--- src/rtl/slave_port.sv ---
// Slave-end bit-serial bus controller: deserialises address/burst/write data, drives a local memory, serialises reads.
// Optional SLAVE_PORT_RANGE_CHECK_EN adds the err port and suppresses accesses at or above MEM_DEPTH.
module slave_port #(
  parameter int ADDR_W    = 12,
  parameter int DATA_W    = 8,
  parameter int BURST_W   = 4,
  parameter int MEM_DEPTH = 4096
) (
  input  logic              clk,
  input  logic              rst,
  input  logic              master_valid,
  input  logic              master_ready,
  input  logic              read_en,
  input  logic              write_en,
  input  logic              tx_address,
  input  logic              tx_burst,
  input  logic              tx_data,
  output logic              slave_ready,
  output logic              slave_valid,
  output logic              rx_data,
  output logic              done,
`ifdef SLAVE_PORT_RANGE_CHECK_EN
  output logic              err,
`endif
  output logic [ADDR_W-1:0] mem_addr,
  output logic [DATA_W-1:0] mem_wdata,
  output logic              mem_we,
  output logic              mem_re,
  input  logic [DATA_W-1:0] mem_rdata
);

  localparam int MAXW  = (ADDR_W > DATA_W) ? ADDR_W : DATA_W;
  localparam int CNT_W = $clog2(MAXW) + 1;

  typedef enum logic [2:0] {
    S_IDLE, S_ADDR, S_WDATA, S_WRITE, S_RREQ, S_RWAIT, S_RDATA, S_DONE
  } state_t;

  state_t              r_state, w_next;
  logic [ADDR_W-1:0]   r_mem_addr;
  logic [DATA_W-1:0]   r_mem_wdata;
  logic [DATA_W-1:0]   r_shift;
  logic [BURST_W-1:0]  r_burst;
  logic [CNT_W-1:0]    r_cnt;
  logic                r_is_rd;

  logic w_start, w_last_addr, w_last_data, w_more, w_oor;

  assign w_start     = master_valid & (read_en ^ write_en);
  assign w_last_addr = (r_cnt == CNT_W'(ADDR_W - 1));
  assign w_last_data = (r_cnt == CNT_W'(DATA_W - 1));
  assign w_more      = (r_burst != '0);

`ifdef SLAVE_PORT_RANGE_CHECK_EN
  // mem_addr is stable across WRITE/RREQ and the following DONE, so one compare covers err and done suppression
  assign w_oor = (32'(r_mem_addr) >= 32'(MEM_DEPTH));
  assign err   = ((r_state == S_WRITE) || (r_state == S_RREQ)) && w_oor;
`else
  assign w_oor = 1'b0;
`endif

  always_ff @(posedge clk or posedge rst) begin
    if (rst) r_state <= S_IDLE;
    else     r_state <= w_next;
  end

  always_comb begin
    w_next = r_state;
    case (r_state)
      S_IDLE:  if (w_start) w_next = S_ADDR;
      S_ADDR:  if (!master_valid) w_next = S_IDLE;
               else if (w_last_addr) w_next = r_is_rd ? S_RREQ : S_WDATA;
      S_WDATA: if (!master_valid) w_next = S_IDLE;
               else if (w_last_data) w_next = S_WRITE;
      S_WRITE: if (!master_valid) w_next = S_IDLE;
               else if (w_oor || !w_more) w_next = S_DONE;
               else w_next = S_WDATA;
      S_RREQ:  if (!master_valid) w_next = S_IDLE;
               else if (w_oor) w_next = S_DONE;
               else w_next = S_RWAIT;
      S_RWAIT: if (!master_valid) w_next = S_IDLE;
               else w_next = S_RDATA;
      S_RDATA: if (!master_valid) w_next = S_IDLE;
               else if (master_ready && w_last_data) w_next = w_more ? S_RREQ : S_DONE;
      S_DONE:  w_next = S_IDLE;
      default: w_next = S_IDLE;
    endcase
  end

  always_ff @(posedge clk or posedge rst) begin
    if (rst) begin
      r_mem_addr  <= '0;
      r_mem_wdata <= '0;
      r_shift     <= '0;
      r_burst     <= '0;
      r_cnt       <= '0;
      r_is_rd     <= 1'b0;
    end else begin
      case (r_state)
        S_IDLE: if (w_start) begin
          r_mem_addr <= {tx_address, r_mem_addr[ADDR_W-1:1]};
          r_burst    <= (r_burst >> 1) | (BURST_W'(tx_burst) << (BURST_W - 1));
          r_cnt      <= CNT_W'(1);
          r_is_rd    <= read_en;
        end
        S_ADDR: begin
          r_mem_addr <= {tx_address, r_mem_addr[ADDR_W-1:1]};
          if (r_cnt < CNT_W'(BURST_W))
            r_burst <= (r_burst >> 1) | (BURST_W'(tx_burst) << (BURST_W - 1));
          r_cnt <= w_last_addr ? '0 : r_cnt + 1'b1;
        end
        S_WDATA: begin
          r_mem_wdata <= {tx_data, r_mem_wdata[DATA_W-1:1]};
          r_cnt       <= w_last_data ? '0 : r_cnt + 1'b1;
        end
        S_WRITE: if (master_valid && !w_oor && w_more) begin
          r_mem_addr <= r_mem_addr + 1'b1;
          r_burst    <= r_burst - 1'b1;
        end
        S_RWAIT: r_shift <= mem_rdata;
        S_RDATA: if (master_ready) begin
          r_shift <= r_shift >> 1;
          r_cnt   <= w_last_data ? '0 : r_cnt + 1'b1;
          if (w_last_data && w_more) begin
            r_mem_addr <= r_mem_addr + 1'b1;
            r_burst    <= r_burst - 1'b1;
          end
        end
        default: ;
      endcase
    end
  end

  assign slave_ready = (r_state == S_IDLE);
  assign slave_valid = (r_state == S_RDATA);
  assign rx_data     = (r_state == S_RDATA) & r_shift[0];
  assign done        = (r_state == S_DONE) & ~w_oor;
  assign mem_we      = (r_state == S_WRITE) & ~w_oor;
  assign mem_re      = (r_state == S_RREQ) & ~w_oor;
  assign mem_addr    = r_mem_addr;
  assign mem_wdata   = r_mem_wdata;

endmodule

--- config.mk ---
export PLATFORM = sky130hd
export DESIGN_NAME = slave_port
export DESIGN_NICKNAME = d
export VERILOG_FILES = /design/src/rtl/slave_port.sv
export SDC_FILE = /design/constraint.sdc
export NUM_CORES = 1
export LEC_CHECK = 0
export ABC_AREA = 1
export CELL_PAD_IN_SITES_DETAIL_PLACEMENT = 1
export CELL_PAD_IN_SITES_GLOBAL_PLACEMENT = 1
export CORE_MARGIN = 2
export CORE_UTILIZATION = 43
export CTS_BUF_LIST = sky130_fd_sc_hd__clkbuf_4
export DETAILED_ROUTE_END_ITERATION = 6
export PLACE_DENSITY = 0.95
export SYNTH_ARGS = -nofsm -noshare
export SYNTH_HDL_FRONTEND = slang
export SYNTH_SLANG_ARGS = --single-unit
--- constraint.sdc ---
create_clock -name clk -period 2.6 [get_ports clk]
set_input_delay 0.52 -clock clk [delete_from_list [all_inputs] [get_ports clk]]
set_output_delay 0.52 -clock clk [all_outputs]
set_load 0.005 [all_outputs]
== Word-level counts from Yosys, hierarchy flattened ==
Index checks and enable logic that the tools add are counted.
Storage, ports and cells
  flip-flop bits (word level): 41
  input bits: 17
  output and inout port bits: 26
Cells by class
  $add $sub $neg: 3
  magnitude comparators: 1
  eq/ne operators: 17
  mux-type cells: 32
  bitwise gates (word level): 4
  reductions and logical operators: 14
Operator list (number)
  $mux W12: 4
  $pmux W12 S4: 1
  $mux W3: 12
  $pmux W3 S8: 1
  $mux W4: 5
  $mux W5: 4
  $pmux W5 S4: 1
  $pmux W4 S4: 1
  $pmux W8 S2: 1
  $add A12 B1 Y12 const B: 1
  $eq A3 B3 Y1 const B: 4
  $reduce_bool A4 Y1: 3
  $mux W8: 1
  $eq A3 B2 Y1 const B: 2
  $ne A2 B1 Y1 const B: 3
  $ne A3 B3 Y1 const B: 2
  $reduce_and A6 Y1: 1
  $add A5 B1 Y5 const B: 1
  $eq A5 B3 Y1 const B: 1
  $eq A5 B4 Y1 const B: 1
  $lt A5 B3 Y1 const B: 1
  $reduce_and A5 Y1: 1
  $ne A2 B2 Y1 const B: 2
  $or A3 B4 Y4: 1
  other kinds (12): 16

== Depth between registers and ports, before layout ==
Gate-level depths: netlist of the first run.
  word-level depth: 5
  depth in mapped cells: 11
  gate-level depth less buffers: 11

== Worst setup path before layout of the first run ==
No wires, ideal clock.
  path kind: register -> output
  start point: register r_state[0]
  end point: output port slave_valid
  arrival time: 1013 ps
  required time: 2080 ps
  slack: 1067 ps
  stages on the path, launching flop included: 6
  path buffers: 2
  cell sequence: dfrtp_1 > inv_2 > nand2_4 > nor2_4 > buf_6 > buf_2
Between the ends
  cells in the longest elaborated chain, start to end: 1
RTL lines
  from (decl): line 39  | state_t r_state, w_next;
  from (signal assigned): line 64  | else r_state <= w_next;
  $eq A3 B3 Y1: line 135  | assign slave_valid = (r_state == S_RDATA);
  to (decl): line 19  | output logic slave_valid,
Every way passes these cells.

== Worst setup path in the final report of the first run ==
  start point: register r_state[0]
  end point: output port rx_data
Between the ends
  cells in the longest elaborated chain, start to end: 2
RTL lines
  $eq A3 B3 Y1: line 136  | assign rx_data = (r_state == S_RDATA) & r_shift[0];
  $and A1 B1 Y1: line 136
  to (decl): line 20  | output logic rx_data,
Every way passes these cells.

==> results of run 1 <==
## tightest hold or removal path, stage by stage (launching register included)
cell     delay [ns]
dfrtp_1        0.38
nand2_1        0.06
nand2_1        0.05
## cell type report
class	instances	area (µm²)	share of cell area, %
tap	75	93.84	3.010
clock inverter	3	12.51	0.4013
clock buffer	5	37.54	1.204
inverter	42	157.7	5.056
timing repair buffer	45	442.9	14.21
sequential	41	1027	32.95
multi-input combinational	272	1346	43.18
## per-stage QoR
stage	utilization (%)	total power, mW	cell area, µm²	setup WS (ns)
2_1_floorplan	-	2.225	2594	1.067
3_3_place_gp	51.98	2.728	3059	0.3492
3_5_place_dp	51.98	2.888	3059	0.1622
4_1_cts	52.85	3.217	3110	0.07932
5_1_grt	52.98	3.508	3118	0.01072
6_report	52.98	3.207	3118	0.1187
## logic make-up (layout without fill, tap and decap cells)
| kind of cell | Yosys count | count (layout) | synth area share, % |
|---|---|---|---|
| AO/OA/AOI/OAI | 37 | 37 | 8.876 |
| XOR/XNOR | 4 | 4 | 1.351 |
| adder cells (fa/ha/maj) | 3 | 3 | 1.447 |
| buffers and inverters | 51 | 95 | 8.538 |
| flip-flops | 41 | 41 | 39.56 |
| multiplexers | 8 | 8 | 3.473 |
| AND/OR/NAND/NOR | 220 | 220 | 36.76 |
## cells in the final DEF (no fill, tap or decap), types with 3 or more instances in the layout
cell and n:
nor2_1 20, mux2_2 8, o211ai_1 9, xor2_1 4
nand2_1 144, ha_1 3, clkbuf_4 5, nand2_2 5
buf_4 3, nand3_1 32, clkdlybuf4s50_1 42, inv_2 5
nand4_1 7, dfrtp_1 40, inv_1 37, o21ai_1 4
o21ai_0 20
## how the worst max path moves through the flow
| stage | start | endpoint | slack, ns | cells after the start |
|---|---|---|---|---|
| after floorplan | r_state[0]$_DFFE_PP0P_ | slave_valid | 1.07 | 5 |
| after detailed placement | master_valid | r_cnt[3]$_DFFE_PP0P_ | 0.16 | 8 |
| after global placement | master_valid | r_cnt[3]$_DFFE_PP0P_ | 0.35 | 8 |
| after global routing | r_state[0]$_DFFE_PP0P_ | rx_data | 0.01 | 6 |
| after CTS | r_state[2]$_DFFE_PP0P_ | mem_re | 0.08 | 4 |
| final | r_state[0]$_DFFE_PP0P_ | rx_data | 0.12 | 6 |
## power by group through the flow
stage	clock network [mW]	registers (mW)	logic (mW)
after floorplan	0	1.12	1.10
final	0.318	1.17	1.72
after CTS	0.326	1.17	1.72
after global placement	0	1.16	1.57
after detailed placement	0	1.18	1.70
after global routing	0.352	1.20	1.95
## registers in the layout, indices dropped and copies added (netlist names)
name,cells
r_cnt,5
r_is_rd,1
r_shift,8
r_burst,4
mem_wdata,8
r_state,3
mem_addr,12
## metal layers
metal / part of all wire, % / up-vias / global-route usage (%)
met5: 0 / - / 0
met4: 2.0 / 0 / 8.833
met3: 2.9 / 14 / 3.846
met2: 53 / 49 / 45.49
met1: 42 / 1283 / 28.71
li1: - / 1248 / -
## timing repair
action | in CTS | in global routing
pin swaps | 0 | 0
setup endpoints to repair | 1 | 1
gates resized for setup | 1 | 0
setup buffers | 0 | 1
==> metrics.csv, run 1 <==
metric;value;unit
status;finished, final reports clean;
Post-synth top flop;dfrtp_1;
WS Path Type;reg -> out;
critical path's top delay family;buffers and inverters;
Layout Cells excl Fill;483;
Yosys warnings;0;
FF-to-FF End;r_burst[1]$_DFFE_PP0P_;
hold depth;2;
top-count cell post-synth;nand2_1;
fin nets;427;
VDD IR max;0.3617;mV
PD cells;1029;nW/µm²
Clock power frac;9.9;%
clk_lat worst skew;0.36;ns
hold_sp;r_burst[0]$_DFFE_PP0P_;
Post-Syn Instances;364;
Reg2Reg Launch Point;r_cnt[0]$_DFFE_PP0P_;
DRC;0;
WP data arrival;1.96;ns
hpwl dp;5649;µm
Yosys top cell area share;39.56;%
routability cong.;0.9311;
vias in the first global route;2682;
leading area contributor after synthesis;dfrtp_1;
Vias;2594;
Hold Violations, Final;0;
Async S/R FF share, synth;100.0;%
RSZ-0062 raised after global routing;no;
Commonest cells post-synth;nand2_1, dfrtp_1, inv_1, nand3_1;
clk slew on worst S/H paths;0.13;ns
vias per inst;5.371;
post-synthesis to final-layout area growth;20.21;%
Die Y;81.67;µm
layout cell share with drive strength beyond 1;9.804;%
sequential area share after synthesis;39.56;%
syn_nets;384;
fill cell count;769;
Hold EP;r_burst[0]$_DFFE_PP0P_;
Final min period;2.481;ns
die area;6669;µm²
CP Launch Type;register;
Avg Synthesized Cell Area;7.126;µm²
WHS;0.5080;ns
Least-Margin Pin Slew;0.6018;ns
Final Slew Violations;0;
clock tree buffer depth;2;
synthesized cell area;2594;µm²
final setup fails;0;
Comb pwr share;53.6;%
router iterations before antenna repair;4;
Total GRT Usage;24.63;%
Ant. Diodes;0;
slowest stage cell, crit path;clkdlybuf4s50_1;
CTS Sinks;41;
Final period util;95.44;%
WP buf/inv;3;
first-pass GRT wire length;12600;µm
gr ovfl total;0;
placed cells;474;
I/O Buffers;42;
Int Power;1.717;mW
R2R setup slack;0.62;ns
Starting DRT DRC Count;105;
largest net degree at the start of global routing;42;
starting density of the core;44.07;%
static leakage power;1.533;nW
crit path max fanout;7;
Root Driver;clkbuf_4;
hold buffer count at CTS;0;
CP max stage delay;0.51;ns
CTS tree;done;
Core Area;5886;µm²
Cell Chain, Critical Path;inv_2 > nand2_4 > inv_2 > nand2_2 > nor2_1 > clkdlybuf4s50_1;
fmax;0.4030;GHz
Num CTS Buffers;5;
initial antenna violation count;0;
EDFF count, synth;0;
Setup TNS;0;ns
Slew headroom;59.73;%
top area cells in the synthesized netlist;dfrtp_1, nand2_1, nand3_1;
Crit path top cell by count;inv_2;
CTS H-tree depth;2;
Die X;81.67;µm
P_sw;1.490;mW
MaxCap Viol Count;0;
clk_skew;0.009576;ns
Crit. End Element;output port;
Ports;43;
total wire length;7544;µm
WP data required;2.08;ns
Yosys reg bits;41;
remaining antenna violation count;0;
R2R depth;10;
Std-Cell Rows;28;
sequential power share;36.5;%
HP Class;reg -> reg;
synth unique cells;28;
switch share;46.46;%
WL/cell;15.62;µm
No activity file was read; power rests on OpenSTA's default activity.
==> run 2: changes to the inputs <==
--- a/config.mk
+++ b/config.mk
@@ -8,6 +8,7 @@
 export ABC_AREA = 1
 export CELL_PAD_IN_SITES_DETAIL_PLACEMENT = 1
 export CELL_PAD_IN_SITES_GLOBAL_PLACEMENT = 1
+export CORE_ASPECT_RATIO = 1.5
 export CORE_MARGIN = 2
 export CORE_UTILIZATION = 43
 export CTS_BUF_LIST = sky130_fd_sc_hd__clkbuf_4
==> run 2 against run 1 <==
  * Register-to-register slack got worse by 0.02 ns
  * Sequential share of layout area fell by 0.26 points
  * Critical path depth fell by 2
  * Die area rose by 0.19%
  * Non-clock buffer count did not move
  * Sequential power barely moved
  * Setup slack got worse by 0.00094 ns
  * Via count fell by 1.4%
  * Routed wire length fell by 3.0%
  * Highest routed layer unchanged
  * Global-route usage fell by 0.59 points
  * Worst hold slack got worse by 0.012 ns
  * Clock-buffer cell count did not move
==> metrics.csv, run 2 (synthesis gave the netlist of run 1 again) <==
metric;value;unit;change
hold buffer count at CTS;0;;unchanged
HP Class;reg -> reg;;unchanged
DRC;0;;unchanged
Hold Violations, Final;0;;unchanged
Starting DRT DRC Count;82;;was 105
cell area after layout;3143;µm²;was 3118 µm²
remaining antenna violation count;0;;unchanged
Total GRT Usage;24.03;%;was 24.63%
status;finished, final reports clean;;unchanged
Root Driver;clkbuf_4;;unchanged
CTS Sinks;41;;unchanged
hold depth;2;;unchanged
VDD IR max;0.5348;mV;was 0.3617 mV
Std-Cell Rows;34;;was 28
Die Y;99.12;µm;was 81.67 µm
vias per inst;5.327;;was 5.371
hpwl dp;5531;µm;was 5649 µm
Ports;43;;unchanged
static leakage power;1.542;nW;was 1.533 nW
I/O Buffers;42;;unchanged
WL/cell;15.24;µm;was 15.62 µm
Num CTS Buffers;5;;unchanged
WP data arrival;1.96;ns;about the same
PD cells;1045;nW/µm²;was 1029 nW/µm²
Final min period;2.482;ns;was 2.481 ns
total wire length;7316;µm;was 7544 µm
commonest non-fill, non-tap cell in the layout;nand2_1;;unchanged
CTS H-tree depth;2;;unchanged
DP Area;3063;µm²;was 3059 µm²
fill cell count;778;;was 769
crit path max fanout;7;;unchanged
Vias;2557;;was 2594
gr ovfl total;0;;unchanged
most frequent cells in the layout;nand2_1, clkdlybuf4s50_1, dfrtp_1, inv_1, nand3_1;;unchanged
CTS tree;done;;unchanged
die area;6682;µm²;was 6669 µm²
clock tree buffer depth;2;;unchanged
CP max stage delay;0.53;ns;was 0.51 ns
post-synthesis to final-layout area growth;21.18;%;was 20.21%
RSZ-0062 raised after global routing;no;;unchanged
Die X;67.42;µm;was 81.67 µm
vias in the first global route;2803;;was 2682
total power;3.285;mW;was 3.207 mW
Largest register FFs;12;;unchanged
first-pass GRT wire length;12340;µm;was 12600 µm
Final period util;95.47;%;was 95.44%
WP data required;2.08;ns;about the same
R2R depth;9;;was 10
MaxCap Viol Count;0;;unchanged
fmax;0.4029;GHz;was 0.4030 GHz
largest net degree at the start of global routing;42;;unchanged
final setup fails;0;;unchanged
starting density of the core;44.50;%;was 44.07%
Cell Chain, Critical Path;inv_2 > or2_1 > nor2_1 > clkdlybuf4s50_1;;was inv_2 > nand2_4 > inv_2 > nand2_2 > nor2_1 > clkdlybuf4s50_1
router iterations before antenna repair;4;;unchanged
slowest stage cell, crit path;clkdlybuf4s50_1;;unchanged
Least-Margin Pin Slew;0.5705;ns;was 0.6018 ns
WS Path Type;reg -> out;;unchanged
Final Slew Violations;0;;unchanged
fin nets;427;;unchanged
clk_lat worst skew;0.35;ns;was 0.36 ns
Ant. Diodes;0;;unchanged
Crit. End Element;output port;;unchanged
Setup TNS;0;ns;unchanged
CP Launch Type;register;;unchanged
Post CTS Setup Buffer Count;0;;unchanged
layout cell share with drive strength beyond 1;10.05;%;was 9.804%
CTS resizes;0;;was 1
Core Area;5828;µm²;was 5886 µm²
initial antenna violation count;0;;unchanged
clk_skew;0.008295;ns;was 0.009576 ns
clk slew on worst S/H paths;0.13;ns;about the same
routability cong.;0.9108;;was 0.9311
Slew headroom;61.83;%;was 59.73%
run 2: cell count changes in the layout (fill, tap and decap cells not counted):
cell,previous run,this run
clkinv_1,2,1
bufinv_16,0,1
clkinvlp_4,0,1
clkinv_2,1,0
run 2: final timing paths:
path                                              from                     end  slack (ns)
worst max register to register  r_state[1]$_DFFE_PP0P_  r_burst[3]$_DFFE_PP0P_        0.60
worst max-delay path            r_state[2]$_DFFE_PP0P_                  mem_re        0.12
worst min-delay path            r_burst[1]$_DFFE_PP0P_  r_burst[1]$_DFFE_PP0P_        0.50
min in group asynchronous                          rst    r_cnt[2]$_DFFE_PP0P_        0.59
max in group asynchronous                          rst  r_state[2]$_DFFE_PP0P_        1.62
worst min register to register  r_burst[1]$_DFFE_PP0P_  r_burst[1]$_DFFE_PP0P_        0.50
run 2: critical path, delay by kind of cell (launching register included):
kind	cells	cell delay, ns
buffers and inverters	2	0.65
DFF	1	0.47
and+or+nand+nor	2	0.50
run 2: cell type report:
type | count | area, µm² | area share, %
Multi-Input combinational cell | 272 | 1346 | 42.83
Sequential cell | 41 | 1027 | 32.68
Timing Repair Buffer | 45 | 442.9 | 14.09
Inverter | 42 | 157.7 | 5.016
Tap cell | 72 | 90.09 | 2.866
Clock inverter | 3 | 41.29 | 1.314
Clock buffer | 5 | 37.54 | 1.194
run 2: routing by layer:
layer	track usage, %	part of all wire, %	vias up
met3	3.846	3.1	20
met5	0	0	-
met1	24.98	40	1225
met2	44.86	54	65
li1	-	-	1247
met4	11.62	2.9	0
run 2: stage by stage:
step           instances  setup WS [ns]  utilization, %  hold slack (ns)
4_1_cts              480        0.03281           53.91           0.5013
3_5_place_dp         472         0.3973           52.55           0.4716
3_3_place_gp         472         0.4530           52.55           0.4559
6_report             480         0.1177           53.93           0.4965
2_1_floorplan        364          1.067               -           0.4419
5_1_grt              480        0.04273           53.93           0.5343
run 2: power by group:
part | internal, mW | leakage, nW | switching, mW
combinational | 0.715 | 0.974 | 0.965
sequential | 0.900 | 0.528 | 0.277
clock | 0.199 | 0.0389 | 0.229
